--- src/rtl/gcd_pkg.sv ---
// Shared definitions for the GCD engine: controller state encoding and
// algorithm selector values.
package gcd_pkg;

   typedef enum logic [1:0] {
      ST_IDLE = 2'd0,
      ST_CALC = 2'd1,
      ST_DONE = 2'd2
   } state_t;

   localparam int GCD_SUB = 0;
   localparam int GCD_BIN = 1;

endpackage

--- src/rtl/gcd_step.sv ---
// One combinational iteration of the GCD reduction for the selected
// algorithm: next A/B/K plus the equality and ordering flags.
module gcd_step
   import gcd_pkg::*;
#(
   parameter int WIDTH = 8,
   parameter int MODE  = GCD_SUB,
   parameter int K_W   = 4
) (
   input  logic [WIDTH-1:0] a,
   input  logic [WIDTH-1:0] b,
   input  logic [K_W-1:0]   k,
   output logic [WIDTH-1:0] a_nxt,
   output logic [WIDTH-1:0] b_nxt,
   output logic [K_W-1:0]   k_nxt,
   output logic             eq,
   output logic             a_gt
);

   logic [WIDTH-1:0] diff_ab;
   logic [WIDTH-1:0] diff_ba;

   // Differences are only consumed when the minuend is strictly larger.
   always_comb begin
      diff_ab = a - b;
      diff_ba = b - a;
   end

   // Reduction step; the caller only commits it while a != b.
   always_comb begin
      eq    = (a == b);
      a_gt  = (a > b);
      a_nxt = a;
      b_nxt = b;
      k_nxt = k;
      if (MODE == GCD_SUB) begin
         if (a_gt) begin
            a_nxt = diff_ab;
         end else if (!eq) begin
            b_nxt = diff_ba;
         end
      end else begin
         if (!a[0] && !b[0]) begin
            a_nxt = a >> 1;
            b_nxt = b >> 1;
            k_nxt = k + K_W'(1);
         end else if (!a[0]) begin
            a_nxt = a >> 1;
         end else if (!b[0]) begin
            b_nxt = b >> 1;
         end else if (a_gt) begin
            a_nxt = diff_ab >> 1;
         end else begin
            b_nxt = diff_ba >> 1;
         end
      end
   end

endmodule

--- src/rtl/gcd_engine.sv ---
// GCD engine: IDLE/CALC/DONE controller with valid/ready handshakes,
// operand zero check and a saturating iteration counter.
module gcd_engine
   import gcd_pkg::*;
#(
   parameter int WIDTH = 8,
   parameter int MODE  = GCD_SUB,
   parameter int CNT_W = 16
) (
   input  logic             clk,
   input  logic             rst,
   input  logic             in_valid,
   output logic             in_ready,
   input  logic [WIDTH-1:0] in_a,
   input  logic [WIDTH-1:0] in_b,
   output logic             out_valid,
   input  logic             out_ready,
   output logic [WIDTH-1:0] out_gcd,
   output logic             out_err,
   output logic [CNT_W-1:0] out_cycles
);

   localparam int K_W = $clog2(WIDTH) + 1;

   state_t           state;
   state_t           state_nxt;
   logic [WIDTH-1:0] a;
   logic [WIDTH-1:0] b;
   logic [K_W-1:0]   k;
   logic [CNT_W-1:0] cnt;
   logic [CNT_W-1:0] cnt_inc;
   logic [WIDTH-1:0] a_nxt;
   logic [WIDTH-1:0] b_nxt;
   logic [K_W-1:0]   k_nxt;
   logic             eq;
   logic             a_gt;
   logic             zero_op;

   function automatic logic [CNT_W-1:0] sat_inc(input logic [CNT_W-1:0] v);
      return (&v) ? v : v + CNT_W'(1);
   endfunction

   gcd_step #(
      .WIDTH (WIDTH),
      .MODE  (MODE),
      .K_W   (K_W)
   ) u_step (
      .a     (a),
      .b     (b),
      .k     (k),
      .a_nxt (a_nxt),
      .b_nxt (b_nxt),
      .k_nxt (k_nxt),
      .eq    (eq),
      .a_gt  (a_gt)
   );

   // State register.
   always_ff @(posedge clk or negedge rst) begin
      if (!rst) state <= ST_IDLE;
      else      state <= state_nxt;
   end

   // Next-state decode.
   always_comb begin
      state_nxt = state;
      case (state)
         ST_IDLE: if (in_valid) state_nxt = zero_op ? ST_DONE : ST_CALC;
         ST_CALC: if (eq) state_nxt = ST_DONE;
         ST_DONE: if (out_ready) state_nxt = ST_IDLE;
         default: state_nxt = ST_IDLE;
      endcase
   end

   // Combinational control outputs.
   always_comb begin
      in_ready = (state == ST_IDLE);
      zero_op  = (in_a == '0) || (in_b == '0);
      cnt_inc  = sat_inc(cnt);
   end

   // Operand registers, iteration counter and registered results.
   always_ff @(posedge clk or negedge rst) begin
      if (!rst) begin
         a          <= '0;
         b          <= '0;
         k          <= '0;
         cnt        <= '0;
         out_valid  <= 1'b0;
         out_gcd    <= '0;
         out_err    <= 1'b0;
         out_cycles <= '0;
      end else begin
         out_valid <= (state_nxt == ST_DONE);
         case (state)
            ST_IDLE: begin
               if (in_valid) begin
                  if (zero_op) begin
                     out_err    <= 1'b1;
                     out_gcd    <= '0;
                     out_cycles <= '0;
                  end else begin
                     a   <= in_a;
                     b   <= in_b;
                     k   <= '0;
                     cnt <= '0;
                  end
               end
            end
            ST_CALC: begin
               cnt <= cnt_inc;
               if (eq) begin
                  out_gcd    <= (MODE == GCD_BIN) ? (a << k) : a;
                  out_err    <= 1'b0;
                  out_cycles <= cnt_inc;
               end else begin
                  a <= a_nxt;
                  b <= b_nxt;
                  k <= k_nxt;
               end
            end
            default: ;
         endcase
      end
   end

endmodule

--- config.mk ---
export PLATFORM = sky130hd
export DESIGN_NAME = gcd_engine
export DESIGN_NICKNAME = d
export VERILOG_FILES = /design/src/rtl/gcd_pkg.sv /design/src/rtl/gcd_step.sv /design/src/rtl/gcd_engine.sv
export SDC_FILE = /design/constraint.sdc
export NUM_CORES = 1
export LEC_CHECK = 0
export CORE_UTILIZATION = 62
export CTS_BUF_LIST = sky130_fd_sc_hd__clkbuf_4 sky130_fd_sc_hd__clkbuf_8
export DETAILED_ROUTE_END_ITERATION = 12
export PLACE_DENSITY = 0.88
export SLEW_MARGIN = 5
export SYNTH_ARGS = -nofsm -noshare
export SYNTH_HDL_FRONTEND = slang
export SYNTH_SLANG_ARGS = --single-unit
--- constraint.sdc ---
create_clock -name clk -period 3.3 [get_ports clk]
set_input_delay 0.825 -clock clk [delete_from_list [all_inputs] [get_ports clk]]
set_output_delay 0.825 -clock clk [all_outputs]
set_load 0.02 [all_outputs]
### Word-level counts from Yosys, hierarchy flattened

Index checks and enable logic that the tools add are counted.

| word-level totals | value |
|---|---|
| flip-flop bits (word level) | 60 |
| output and inout port bits | 27 |

| cells by class | value |
|---|---|
| equal/unequal tests | 11 |
| add/sub/neg operators | 3 |
| reductions and logical operators | 10 |
| muxes and demuxes | 31 |
| magnitude comparators | 1 |

Operators with widths:

| cell | count |
|---|---|
| 2-to-1 mux 16 bit | 6 |
| 2-to-1 mux 8 bit | 11 |
| case mux 16 bit (2 select lines) | 2 |
| case mux 8 bit (2 select lines) | 3 |
| adder 16 x 1 -> 16 bit (second input constant) | 1 |
| logical NOT 8 bit | 2 |
| AND reduction 16 bit | 1 |
| subtractor 8 bit | 2 |
| != test 2 bit (second input constant) | 6 |
| AND reduction 5 bit | 2 |
| == test 8 bit | 1 |
| greater-than comparator 8 bit | 1 |
| 2-to-1 mux 2 bit | 4 |
| case mux 2 bit (3 select lines) | 1 |
| == test 2 bit (second input constant) | 2 |
| AND reduction 4 bit | 1 |
| 2-to-1 mux 1 bit | 3 |
| AND reduction 3 bit | 1 |
| == test 2 x 1 -> 1 bit (second input constant) | 1 |
| logical NOT 2 bit | 1 |
| != test 2 x 1 -> 1 bit (second input constant) | 1 |
| case mux 1 bit (2 select lines) | 1 |
| nonzero test 2 bit | 1 |
| logical OR 1 bit | 1 |

### Longest topological paths before layout

| depth | value |
|---|---|
| word-level depth | 6 |
| depth in mapped cells | 9 |
| gate-level depth less buffers | 8 |

### Hierarchy

A second synthesis with hierarchy kept.

| unflattened totals | value |
|---|---|
| cells, all modules | 401 |
| area, all modules | 4046.4 um^2 |

By module, submodules not included:

| module | cells an instance | times used | sequential area each (um^2) | area each (um^2) |
|---|---|---|---|---|
| gcd_engine | 278 | 1 | 1601.5 | 3116.7 |
| gcd_step | 123 | 1 | 0.0 | 929.6 |

### Least setup slack after synthesis

Ideal clock, no wire load.

| timing | value |
|---|---|
| path kind | reg2reg |
| start point | register a[0] |
| end point | register a[2] |
| data arrival time | 2.153 ns |
| path slack | 1.022 ns |
| stages on the path, launching flop included | 9 |
| cell sequence | dfrtp_1 inv_1 ha_1 fa_1 nor2b_1 o22ai_1 a2bb2oi_1 o211ai_2 mux2_2 |

| between the ends | value |
|---|---|
| word-level cells in the longest chain between the ends | 4 |

RTL lines:

| what | RTL line | RTL |
|---|---|---|
| from (decl) | gcd_engine.sv:27 | `logic [WIDTH-1:0] a;` |
| from (signal assigned) | gcd_engine.sv:103 | `a <= in_a;` |
| from (signal assigned) | gcd_engine.sv:117 | `a <= a_nxt;` |
| subtractor 8 bit | gcd_step.sv:25 | `diff_ab = a - b;` |
| 2-to-1 mux 8 bit | gcd_step.sv:37 | `if (a_gt) begin` |
| 2-to-1 mux 8 bit | gcd_engine.sv:112 | `if (eq) begin` |
| case mux 8 bit (2 select lines) | gcd_engine.sv:95 | `case (state)` |

Parallel ways exist; a longest one is shown, timed or not. The select of a mux whose other input is x is not followed.
A chain may end at the register's enable or synchronous reset.

### Worst setup path after layout

| timing | value |
|---|---|
| start point | input port in_a[6] |
| end point | register out_cycles[7] |

| between the ends | value |
|---|---|
| word-level cells in the longest chain between the ends | 4 |

RTL lines:

| what | RTL line | RTL |
|---|---|---|
| from (decl) | gcd_engine.sv:14 | `input logic [WIDTH-1:0] in_a,` |
| logical NOT 8 bit | gcd_engine.sv:78 | `zero_op = (in_a == '0) \|\| (in_b == '0);` |
| logical OR 1 bit | gcd_engine.sv:78 |  |
| != test 2 x 1 -> 1 bit (no line) | n/a |  |
| AND reduction 4 bit (no line) | n/a |  |
| to (signal assigned) | gcd_engine.sv:115 | `out_cycles <= cnt_inc;` |
| to (decl) | gcd_engine.sv:20 | `output logic [CNT_W-1:0] out_cycles` |

Every way passes these cells.

==> results.md <==
- Status: finished clean
- Hold Crit Class: reg -> reg
- Mean Syn Cell Area: between 9 and 10 µm²
- Total negative slack: 0 ps
- Syn_nets: 425
- Slew HR: 42.5%
- WP data arrival: about 3000 ps
- CP Max Fanout: 9
- Non-filler cells, final: between 500 and 600
- Vias per cell: between 6 and 7
- Fmax: approximately 360 MHz
- Nets: about 470
- Clk_skew: 7.85 ps
- Hpwl dp: 6770 µm
- Vias: around 3.3k
- H-tree depth: 3
- Hold slack: just over 500 ps
- Crit path kind: in -> reg
- Ant diodes: 0
- GPL Wtd Cong: around 0.90
- Synthesis Warnings: 0
- Prevailing post-synth register cell: dfrtp_1
- Antenna viol nets, final: 0
- Synth top area share: between 40% and 50%
- Pre-Repair DR Iteration Count: 5
- Final period util: between 80% and 90%
- Reg clk slew, reported paths: approximately 70 ps
- Max Cap Viol: 0
- CP required: roughly 3500 ps
- Iter 0 DRT Violations: around 340
- Final WL: around 10000 µm
- Seq cells post-synth: 60
- WL/cell: about 19 µm
- Final-report hold violation count: 0
- Layout cells sized above 1: 10.6%
- Slew Limit Fails: 0
- Area grow syn2layout: 21.7%
- Core area: about 5600 µm²
- Post-synthesis sequential area ratio: between 40% and 50%
- Total CTS buffers: 9
- Post-route DRC: 0
- EDFF count, synth: 0
- Fraction of registers with async set/reset: 100%
- Final worst setup slack: 543 ps
- Fin crit period: between 2000 and 3000 ps
- Max VDD drop: between 800 and 900 µV
- Worst setup SP type: primary input
- Pin count of the biggest net entering global routing: 61
- RSZ-0062 raised after global routing: false
- Buffers added on ports: between 40 and 50
- Clk sink count: 60
- Mapped cell area: between 3000 and 4000 µm²
- Die X: between 70 and 80 µm
- Top cells by area, synth: dfrtp_1 (40%), ha_1 (5.4%), a22o_1 (4.7%)
- Grt ovf: 0
- Row count: 27
- Clock Path Buffers: 2
- CTS tree: done
- Post-CTS resize count: 0
- Skew-Pair Late Insertion Delay: 340 ps
- Cells after DPL: 492
- Initial core utilization: about two thirds
- Die height: around 80 µm
- Place WS: 222 ps
- Pin slew with the least headroom to its limit: around 860 ps
- Ports: 47
- First-pass GRT wire length: roughly 16000 µm
- DIE AREA: around 6300 µm²
- Power Density: roughly 1100 nW/µm²
- Synth area leader: dfrtp_1
- # setup viols final: 0
- Root buf cell: clkbuf_8
- Synth cell types: 56
- Initial antenna violation count: 0
- Vias in the first global route: 3176
- All-Layer GR Usage: 33.6%
- Worst Setup End Kind: register
- Synth Instances: just under 400
- Leakage dissipation: 2.01 nW
- # Post-CTS Setup Buffers: 0
- Hold_buf cts: 0
[worst max-delay path, cell delays in order]
cell and delay, ps:
clkdlybuf4s50_1 420, nor4_1 420, nand2_1 180, a21boi_1 290, o21ai_1 330, buf_4 300, a22o_1 230
[final timing paths]
kind                                            start                         end  slack (ps)  cells past startpoint
setup / recovery                              in_a[6]   out_cycles[7]$_DFFE_PN0P_         540                      7
hold / removal             out_cycles[10]$_DFFE_PN0P_  out_cycles[10]$_DFFE_PN0P_         500                      1
setup reg to reg                     a[0]$_DFFE_PN0P_            a[4]$_DFFE_PN0P_         550                      8
hold reg to reg            out_cycles[10]$_DFFE_PN0P_  out_cycles[10]$_DFFE_PN0P_         500                      1
max in group asynchronous                         rst            a[4]$_DFFE_PN0P_        2170                      2
min in group asynchronous                         rst          cnt[3]$_DFFE_PN0P_         620                      2
[synth_stat cells (7+ instances only)]
cell      count
a21oi_1      16
a22o_1       20
and3_1        7
buf_2         9
clkbuf_1      9
dfrtp_1      60
ha_1         16
inv_1        18
mux2_2        7
mux2i_1      11
nand2_1      22
nand2b_1     10
nand3_1      11
nand4_1       8
nor2_1       25
nor3_1       13
nor4_1        8
o21ai_0      12
o31ai_1       9
xnor2_1       9
[state kept, by name (all words and copies together), names as in the netlist]
signal      flops
a               8
out_err         1
state           2
cnt            16
out_gcd         8
out_valid       1
b               8
out_cycles     16
[through the flow]
stage,cell area [µm²],util [%],power [mW]
floorplan,3720,-,3.15
global placement,4240,75.1,3.73
detailed placement,4240,75.1,3.83
CTS,4530,80.4,4.88
global route,4530,80.4,5.23
finish,4530,80.4,4.94
[routing by layer]
metal	vias to the layer above	part of all wire [%]	GRT usage (%)
met4	0	2.4	13.5
met3	25	7.4	5.37
li1	1534	-	-
met1	1612	45	48.7
met5	-	0	0
met2	166	45	49.8
[power breakdown]
group	internal (mW)	switching [mW]
logic	1.21	1.56
clock network	0.676	0.302
registers	0.966	0.224
total	2.85	2.08
[layout by cell type (no fill, tap or decap), types with 3 or more instances in the layout]
cell type | synthesis | routed
mux2_2 | 7 | 7
o21ai_1 | 3 | 3
xor2_1 | 3 | 3
a21oi_1 | 16 | 16
o31ai_1 | 9 | 9
inv_1 | 18 | 18
bufinv_16 | 0 | 5
mux2i_1 | 11 | 11
ha_1 | 16 | 16
a211o_1 | 4 | 4
a22o_1 | 20 | 20
o21a_1 | 6 | 6
o221ai_1 | 3 | 3
o21ai_0 | 12 | 12
nand4_1 | 8 | 8
a31oi_1 | 6 | 6
clkbuf_8 | 0 | 10
nor4_1 | 8 | 8
nand4_2 | 4 | 4
o31a_1 | 4 | 4
buf_4 | 2 | 11
nor2_1 | 25 | 25
nand2_1 | 22 | 22
nor3b_1 | 3 | 3
a211oi_1 | 6 | 6
dfrtp_1 | 60 | 60
clkdlybuf4s50_1 | 0 | 45
nand2b_1 | 10 | 10
nor2b_1 | 3 | 3
xnor2_1 | 9 | 9
a21o_1 | 3 | 3
nor3_1 | 13 | 13
nand3_1 | 11 | 11
o2bb2ai_1 | 4 | 4
and3_1 | 7 | 7
[layout make-up]
cell class,count,area [µm²]
inverter,18,67.6
clock inverter,6,159
tap,72,90.1
multi-input combinational,285,2040
sequential,60,1500
timing repair buffer,57,538
fill,358,1110
clock buffer,10,138
[logic make-up (layout without fill, tap and decap cells)]
family                     count (synthesis)  after routing  synth area share (%)
buffers and inverters                     42             91                  4.94
muxes                                     20             20                  5.68
DFF                                       60             60                  40.3
xor gates and xnor gates                  12             12                  2.82
and+or+nand+nor                          127            127                  18.8
adders and majority gates                 18             18                  6.45
AOI/OAI and AO/OA                        108            108                  21.0
(Power assumes the default switching activity.)
